$ cat config.mk
export PLATFORM = sky130hd
export DESIGN_NAME = imem_loader
export DESIGN_NICKNAME = d
export VERILOG_FILES = /design/src/rtl/imem_loader.sv
export SDC_FILE = /design/constraint.sdc
export NUM_CORES = 1
export LEC_CHECK = 0
export BUFFER_PORTS_ARGS = -buffer_cell sky130_fd_sc_hd__buf_2
export CAP_MARGIN = 20
export CORE_MARGIN = 2
export CORE_UTILIZATION = 53
export CTS_CLUSTER_DIAMETER = 30
export DETAILED_ROUTE_END_ITERATION = 7
export GPL_ROUTABILITY_DRIVEN = 1
export PLACE_DENSITY = 0.77
export SYNTH_ARGS = -nofsm -noshare
export SYNTH_HDL_FRONTEND = slang
export SYNTH_SLANG_ARGS = --single-unit
$ cat constraint.sdc
create_clock -name i_clk -period 2.2 [get_ports i_clk]
set_input_delay 0.66 -clock i_clk [delete_from_list [all_inputs] [get_ports i_clk]]
set_output_delay 0.66 -clock i_clk [all_outputs]
set_load 0.01 [all_outputs]
$ cat src/rtl/imem_loader.sv
// Boot loader: packs a valid/ready byte stream big-endian into 32-bit words and writes them into the
// instruction ROM, holding the core in reset until the load completes. Optional checksum: IMEM_LOADER_CHECKSUM_EN.
module imem_loader #(
    parameter int ADDR_WIDTH = 6
) (
    input  logic                  i_clk,
    input  logic                  i_rst_n,
    input  logic                  i_start,
    input  logic [ADDR_WIDTH:0]   i_word_count,
    input  logic                  i_byte_valid,
    input  logic [7:0]            i_byte_data,
    output logic                  o_byte_ready,
    output logic                  o_imem_we,
    output logic [ADDR_WIDTH-1:0] o_imem_addr,
    output logic [31:0]           o_imem_wdata,
    output logic                  o_core_rst_n,
    output logic                  o_busy,
    output logic                  o_done,
    output logic                  o_err
);

    localparam logic [ADDR_WIDTH:0] MAX_COUNT = {1'b1, {ADDR_WIDTH{1'b0}}};
    localparam logic [ADDR_WIDTH:0] ONE_COUNT = {{ADDR_WIDTH{1'b0}}, 1'b1};

`ifdef IMEM_LOADER_CHECKSUM_EN
    typedef enum logic [2:0] {
        ST_IDLE    = 3'd0,
        ST_COLLECT = 3'd1,
        ST_WRITE   = 3'd2,
        ST_DONE    = 3'd3,
        ST_ERROR   = 3'd4,
        ST_CHECK   = 3'd5
    } state_t;
`else
    typedef enum logic [2:0] {
        ST_IDLE    = 3'd0,
        ST_COLLECT = 3'd1,
        ST_WRITE   = 3'd2,
        ST_DONE    = 3'd3,
        ST_ERROR   = 3'd4
    } state_t;
`endif

    state_t                state_reg, state_next;
    logic [ADDR_WIDTH-1:0] addr_reg, addr_next;
    logic [ADDR_WIDTH:0]   count_reg, count_next;
    logic [1:0]            byte_cnt_reg, byte_cnt_next;
    logic [31:0]           word_reg, word_next;
    logic                  first_reg, first_next;
`ifdef IMEM_LOADER_CHECKSUM_EN
    logic [7:0]            sum_reg, sum_next;
`endif

    logic count_bad;
    logic last_word;

    assign count_bad = (i_word_count == '0) || (i_word_count > MAX_COUNT);
    assign last_word = ({1'b0, addr_reg} == (count_reg - ONE_COUNT));

    always_ff @(posedge i_clk or negedge i_rst_n) begin
        if (!i_rst_n) begin
            state_reg    <= ST_IDLE;
            addr_reg     <= '0;
            count_reg    <= '0;
            byte_cnt_reg <= '0;
            word_reg     <= '0;
            first_reg    <= 1'b0;
`ifdef IMEM_LOADER_CHECKSUM_EN
            sum_reg      <= '0;
`endif
        end else begin
            state_reg    <= state_next;
            addr_reg     <= addr_next;
            count_reg    <= count_next;
            byte_cnt_reg <= byte_cnt_next;
            word_reg     <= word_next;
            first_reg    <= first_next;
`ifdef IMEM_LOADER_CHECKSUM_EN
            sum_reg      <= sum_next;
`endif
        end
    end

    always_comb begin
        state_next    = state_reg;
        addr_next     = addr_reg;
        count_next    = count_reg;
        byte_cnt_next = byte_cnt_reg;
        word_next     = word_reg;
        first_next    = first_reg;
`ifdef IMEM_LOADER_CHECKSUM_EN
        sum_next      = sum_reg;
`endif
        case (state_reg)
            ST_IDLE, ST_DONE, ST_ERROR: begin
                if (i_start) begin
                    if (count_bad) begin
                        state_next = ST_ERROR;
                    end else begin
                        state_next    = ST_COLLECT;
                        count_next    = i_word_count;
                        addr_next     = '0;
                        byte_cnt_next = '0;
                        first_next    = 1'b1;
`ifdef IMEM_LOADER_CHECKSUM_EN
                        sum_next      = '0;
`endif
                    end
                end
            end
            ST_COLLECT: begin
                if (i_byte_valid) begin
                    word_next     = {word_reg[23:0], i_byte_data};
                    byte_cnt_next = byte_cnt_reg + 2'd1;
`ifdef IMEM_LOADER_CHECKSUM_EN
                    sum_next      = sum_reg + i_byte_data;
`endif
                    if (byte_cnt_reg == 2'd3) begin
                        // Address advances as the next word completes, so it keeps the last written value between writes.
                        state_next = ST_WRITE;
                        first_next = 1'b0;
                        if (!first_reg) begin
                            addr_next = addr_reg + 1'b1;
                        end
                    end
                end
            end
            ST_WRITE: begin
                if (last_word) begin
`ifdef IMEM_LOADER_CHECKSUM_EN
                    state_next = ST_CHECK;
`else
                    state_next = ST_DONE;
`endif
                end else begin
                    state_next = ST_COLLECT;
                end
            end
`ifdef IMEM_LOADER_CHECKSUM_EN
            ST_CHECK: begin
                if (i_byte_valid) begin
                    state_next = (i_byte_data == sum_reg) ? ST_DONE : ST_ERROR;
                end
            end
`endif
            default: state_next = ST_IDLE;
        endcase
    end

    // Every output decodes from state or comes straight from a register.
`ifdef IMEM_LOADER_CHECKSUM_EN
    assign o_byte_ready = (state_reg == ST_COLLECT) || (state_reg == ST_CHECK);
    assign o_busy       = (state_reg == ST_COLLECT) || (state_reg == ST_WRITE) || (state_reg == ST_CHECK);
`else
    assign o_byte_ready = (state_reg == ST_COLLECT);
    assign o_busy       = (state_reg == ST_COLLECT) || (state_reg == ST_WRITE);
`endif
    assign o_imem_we    = (state_reg == ST_WRITE);
    assign o_imem_addr  = addr_reg;
    assign o_imem_wdata = word_reg;
    assign o_core_rst_n = (state_reg == ST_DONE);
    assign o_done       = (state_reg == ST_DONE);
    assign o_err        = (state_reg == ST_ERROR);

endmodule
==> impl_metrics.ini, run 1 <==
[yosys]
yosys.area.top_type = dfrtp_1
postSynthAreaPerCell_um2 = 12.05
synth-seq-cells = 51
synth_cell_types = 47
yosys-top-cells-area = dfrtp_1 50%, mux2_2 19%, buf_6 1.8%
syn_inst = 212
synth_nets = 234
yosysMostFrequentCell = dfrtp_1
synth_top_family_by_area = multiplexers
synthMuxAreaShare_pct = 18.90
synthFlopType = dfrtp_1
synth_edf_count = 0
synth-simple-area-share_pct = 13.12
synth_seq_area_share_pct = 49.95
synth-xor-area-share_pct = 2.742
syn_area_um2 = 2555
synth_top_area_share_pct = 49.95
yosys.area_share.adder_pct = 1.469
synthTopCellsByCount = 51 x dfrtp_1, 42 x mux2_2, 10 x nor2_1
ys_warn_count = 0
synthArstFlopShare_pct = 100.0
synth_compound_area_share_pct = 9.305

[sta]
fin_crit_ps = 2130
post-route-period-util_pct = 96.81
clock_skew_ps = 7.976
tightest_slew_ps = 645.5
fmax_mhz = 469.5
setup_viol = 0
rsz0062_at_grt = no
slew_headroom_pct = 56.97
hold_violations = 0
holdWs_ps = 437.1
slew_viol_final = 0

[floorplan]
die_area_um2 = 5392
start_util_pct = 54.45
die_x_um = 73.43
pin_count = 63
rows = 25
core-area_um2 = 4692
fp.dieH_um = 73.43

[grt]
grt_use_total_pct = 20.31
grt_max_degree = 52
grt_antenna_before_repair = 0
grt_pass1_vias = 1793
grt_pass1_wl_um = 8521
overflow = 0

[critical_path]
cp.arrival_ps = 1470
crit_fanout = 10
worstPathCellList = nand2b_2 > o22ai_1 > buf_2
critical_path_buf_inv_count = 1
cp_slowest_cell = dfrtp_1
cp_top_family = flip-flops
slowest_delay_ps = 500
endpoint_kind = output pin
crit_type = reg2out
cp.required_ps = 1540
worst_setup_path_start_kind = flop

[power]
power_density_nw_per_um2 = 1521
ir_drop_v = 0.0007710
p_leak_uw = 0.001462

[clocking]
cts.clk_slew.worst_paths_ps = 110
clock-sinks = 51
cts_tree = built
clk_latency_ps = 310
cts_max_level = 2
cts_made_buffers = 5
post_cts_buffers = 0
cts_root_buffer = clkbuf_8
cts_buffer_depth = 2

[placed_design]
place.gp.congestion = 0.8336
dp_hpwl_um = 3624
placed_area_um2 = 2957
io_buffers = 62

[finish]
final_nets = 306
syn2layout_area_growth_pct = 19.59
drive_gt1_share_pct = 48.07
largest_register_ffs = 32
n_antenna_cell = 0
design_area_um2 = 3055

[outcome]
outcome = completed

[routing]
dr.first_iter.drc_count = 118
ant_nets = 0
wl_per_cell_um = 15.18
firstDrtPassIters = 4
vias = 1906
viasPerCell = 5.622
drcViolationCount = 0
routed_wl_um = 5145

[min_path]
min_path_type = in2async

[run]
maxCapViolCount = 0
[cell type report]
cell class              instances  area, µm²
fillers                       375       1637
flip-flops and latches         51       1276
multi-input cells             142       1166
repair buffers                 77      422.9
clock buffers                   5      68.82
well taps                      54      67.56
clock inverters                 3      27.53
inverters                       7      26.28
[per-stage QoR]
step                setup slack, ps  util [%]  cells  TNS (ps)  total power, µW
floorplan                     25.30         -    212         0             3357
global placement             -69.18     63.01    331    -380.3             4013
detailed placement           -131.9     63.01    331    -600.0             4085
CTS                           66.66     65.07    339         0             4680
global route                  17.09     65.12    339         0             4978
finish                        70.08     65.12    339         0             4647
[cells by family after synthesis]
family | Yosys count
AOI/OAI and AO/OA | 34
muxes | 43
adders and majority gates | 3
DFF | 51
and+or+nand+nor | 54
xor gates and xnor gates | 8
buffers and inverters | 19
[worst paths after layout]
kind                                  startpoint  slack [ps]          endpoint  cells after the start
min in group i_clk              o_imem_wdata[25]         510  o_imem_wdata[25]                      1
max in group asynchronous                i_rst_n        1330  o_imem_wdata[14]                      2
worst max-delay path                state_reg[0]          70            o_busy                      3
worst max register to register      state_reg[0]         170    o_imem_addr[0]                      5
worst min register to register  o_imem_wdata[25]         510  o_imem_wdata[25]                      1
worst min-delay path                     i_rst_n         440    o_imem_addr[1]                      2
[metal layers]
layer / routed length, µm / vias up / GRT usage [%]
met2: 2389 / 62 / 31.73
met1: 2397 / 922 / 28.25
met5: 0 / - / 0
met4: 70 / 0 / 7.071
met3: 289 / 8 / 4.252
li1: - / 914 / -
[power by group]
part | leakage, µW | internal [µW] | switching, µW
registers | 0.000619 | 1380 | 383
logic | 0.000796 | 1210 | 1090
clock network | 0.0000463 | 234 | 350
[placed cells by master (no fill, tap or decap), types with 4 or more instances in the layout]
master and n:
buf_2 62, dfrtp_1 51, mux2_2 42, buf_4 15, nor2_1 10, a21oi_1 8
inv_1 7, nor3_1 6, nand2_1 5, xor2_1 5, clkbuf_8 5, o22ai_1 4
o31ai_1 4, or4_1 4
[what timing repair did]
item	in CTS	in global routing
endpoints found under the setup margin	0	2
hold buffers	0	0
resized for setup	0	1
(Power assumes the default switching activity.)
==> run 2, diff against run 1 <==
--- a/config.mk
+++ b/config.mk
@@ -5,6 +5,7 @@
 export SDC_FILE = /design/constraint.sdc
 export NUM_CORES = 1
 export LEC_CHECK = 0
+export ABC_AREA = 1
 export BUFFER_PORTS_ARGS = -buffer_cell sky130_fd_sc_hd__buf_2
 export CAP_MARGIN = 20
 export CORE_MARGIN = 2
@@ -12,7 +13,7 @@
 export CTS_CLUSTER_DIAMETER = 30
 export DETAILED_ROUTE_END_ITERATION = 7
 export GPL_ROUTABILITY_DRIVEN = 1
-export PLACE_DENSITY = 0.77
+export PLACE_DENSITY = 0.78
 export SYNTH_ARGS = -nofsm -noshare
 export SYNTH_HDL_FRONTEND = slang
 export SYNTH_SLANG_ARGS = --single-unit
==> impl_metrics.ini, run 2 <==
[grt]
grt_max_degree = 35
overflow = 0
grt_pass1_wl_um = 8694
grt_antenna_before_repair = 0
grt_use_total_pct = 21.01
grt_pass1_vias = 1962

[critical_path]
endpoint_kind = output pin
reg2reg_depth = 6
r2r-end = o_imem_wdata[10]
cp.arrival_ps = 1390
crit_fanout = 4
worst_setup_path_start_kind = flop
slowest_delay_ps = 450
timing.rr.start = state_reg[1]
r2r_setup_slack_ps = 500
worstPathCellList = inv_1 > nor3_2 > or2_2 > buf_2
cp.required_ps = 1540
cp_slowest_cell = dfrtp_1
crit_type = reg2out

[floorplan]
start_util_pct = 53.93
die_x_um = 72.87
core-area_um2 = 4661
rows = 25
fp.dieH_um = 72.87
die_area_um2 = 5309
pin_count = 63

[sta]
holdWs_ps = 318.7
hold_violations = 0
fmax_mhz = 488.2
rsz0062_at_grt = no
fin_crit_ps = 2048
tightest_slew_ps = 577.5
post-route-period-util_pct = 93.11
slew_headroom_pct = 61.44
slew_viol_final = 0
setup_viol = 0
clock_skew_ps = 13.73
tns_ps = 0

[clocking]
cts_tree = built
clock-sinks = 51
cts.repair.resized = 1
clk_latency_ps = 320
cts_hold_buf = 0
cts_made_buffers = 5
cts_max_level = 2
cts_root_buffer = clkbuf_8
cts_buffer_depth = 2
cts.clk_slew.worst_paths_ps = 110
post_cts_buffers = 0

[finish]
layout_commonest_cell = nand2_1
n_antenna_cell = 0
largest_register_ffs = 32
syn2layout_area_growth_pct = 17.12
drive_gt1_share_pct = 25.61
final_nets = 392
n_fill_cell = 432
multiInputGateArea_um2 = 1042
seqCellArea_um2 = 1276
layout_common_cells = 119 x nand2_1, 62 x buf_2, 51 x dfrtp_1

[routing]
firstDrtPassIters = 4
vias = 2125
viasPerCell = 5.000
ant_nets = 0
drcViolationCount = 0
wl_per_cell_um = 12.24
routed_wl_um = 5201
dr.first_iter.drc_count = 99

[outcome]
outcome = completed

[yosys]
synth-seq-cells = 51
ys_warn_count = 0
synthFlopType = dfrtp_1
synth_nets = 330
syn_area_um2 = 2514
synth_edf_count = 0
yosys-top-cells-area = dfrtp_1 51%, nand2_1 18%, inv_1 4.3%
syn_inst = 308
synthArstFlopShare_pct = 100.0
synthTopCellsByCount = 119 x nand2_1, 51 x dfrtp_1, 29 x inv_1
synth_seq_area_share_pct = 50.77
postSynthAreaPerCell_um2 = 8.161
yosys.area.top_type = dfrtp_1
synth_cell_types = 26
synth_top_area_share_pct = 50.77
yosysMostFrequentCell = nand2_1

[power]
ir_drop_v = 0.0006823
power_density_nw_per_um2 = 1333
p_leak_uw = 0.001655

[placed_design]
dp_hpwl_um = 3838
io_buffers = 62
place.gp.congestion = 0.8353

[min_path]
min_path_type = in2async

[run]
maxCapViolCount = 0
==> run 2: cell count changes in the layout (fill, tap and decap cells not counted), moves of 6 or more <==
cell     previous run  this run
mux2_2             42         0
inv_1               7        29
buf_4              15         1
o21ai_2             0         9
nand3_1             3        14
nor2_1             10        25
o21ai_0             3        14
nor3_1              6         0
nand2_1             5       119
==> run 2: worst max path at each step <==
stage                      start      to  cells after the start
finish              state_reg[1]  o_busy                      4
global route        state_reg[1]  o_busy                      4
CTS                 state_reg[1]  o_busy                      4
detailed placement  state_reg[1]  o_busy                      4
global placement    state_reg[2]  o_busy                      3
floorplan           state_reg[2]  o_busy                      2
==> run 2: kinds of logic after synthesis <==
kind of cell | Yosys count | synth area share, %
AND/OR/NAND/NOR | 171 | 28.82
AO/OA/AOI/OAI | 33 | 8.163
buffers and inverters | 42 | 7.964
adder cells (fa/ha/maj) | 3 | 1.493
flip-flops | 51 | 50.77
XOR/XNOR | 8 | 2.788
==> run 2: worst max-delay path, delay by kind of cell (launching register included) <==
family | cells | cell delay (ps)
buf+inv | 2 | 220
flops | 1 | 450
simple gates | 2 | 420
==> run 2: cell type report <==
type                       count  share of cell area [%]
clock buffer                   5                   2.337
clock inverter                 3                  0.9350
inverter                      33                   4.207
multi-input combinational    215                   35.40
sequential                    51                   43.35
tap                           54                   2.295
timing repair buffer          64                   11.47
==> run 2: metal layers <==
metal / GRT usage (%) / wire, µm / up-vias
met5: 0 / 0 / -
met4: 7.202 / 30 / 0
met3: 4.558 / 278 / 3
met2: 34.85 / 2619 / 59
met1: 27.36 / 2273 / 984
li1: - / - / 1079
==> run 2: where the power goes <==
group	internal [µW]	switching [µW]	total [µW]	leakage [µW]
clock network	236	345	581	0.0000467
registers	1310	297	1610	0.000648
logic	646	1090	1730	0.000960
==> run 2: metrics by stage <==
stage	cell area (µm²)	total power, µW	instances	worst slack, ps	util [%]
floorplan	2514	2801	308	471.2	-
global placement	2843	3304	417	404.9	60.99
detailed placement	2843	3373	417	314.8	60.99
CTS	2944	3962	425	135.8	63.17
global route	2944	4275	425	82.09	63.17
finish	2944	3925	425	151.6	63.17
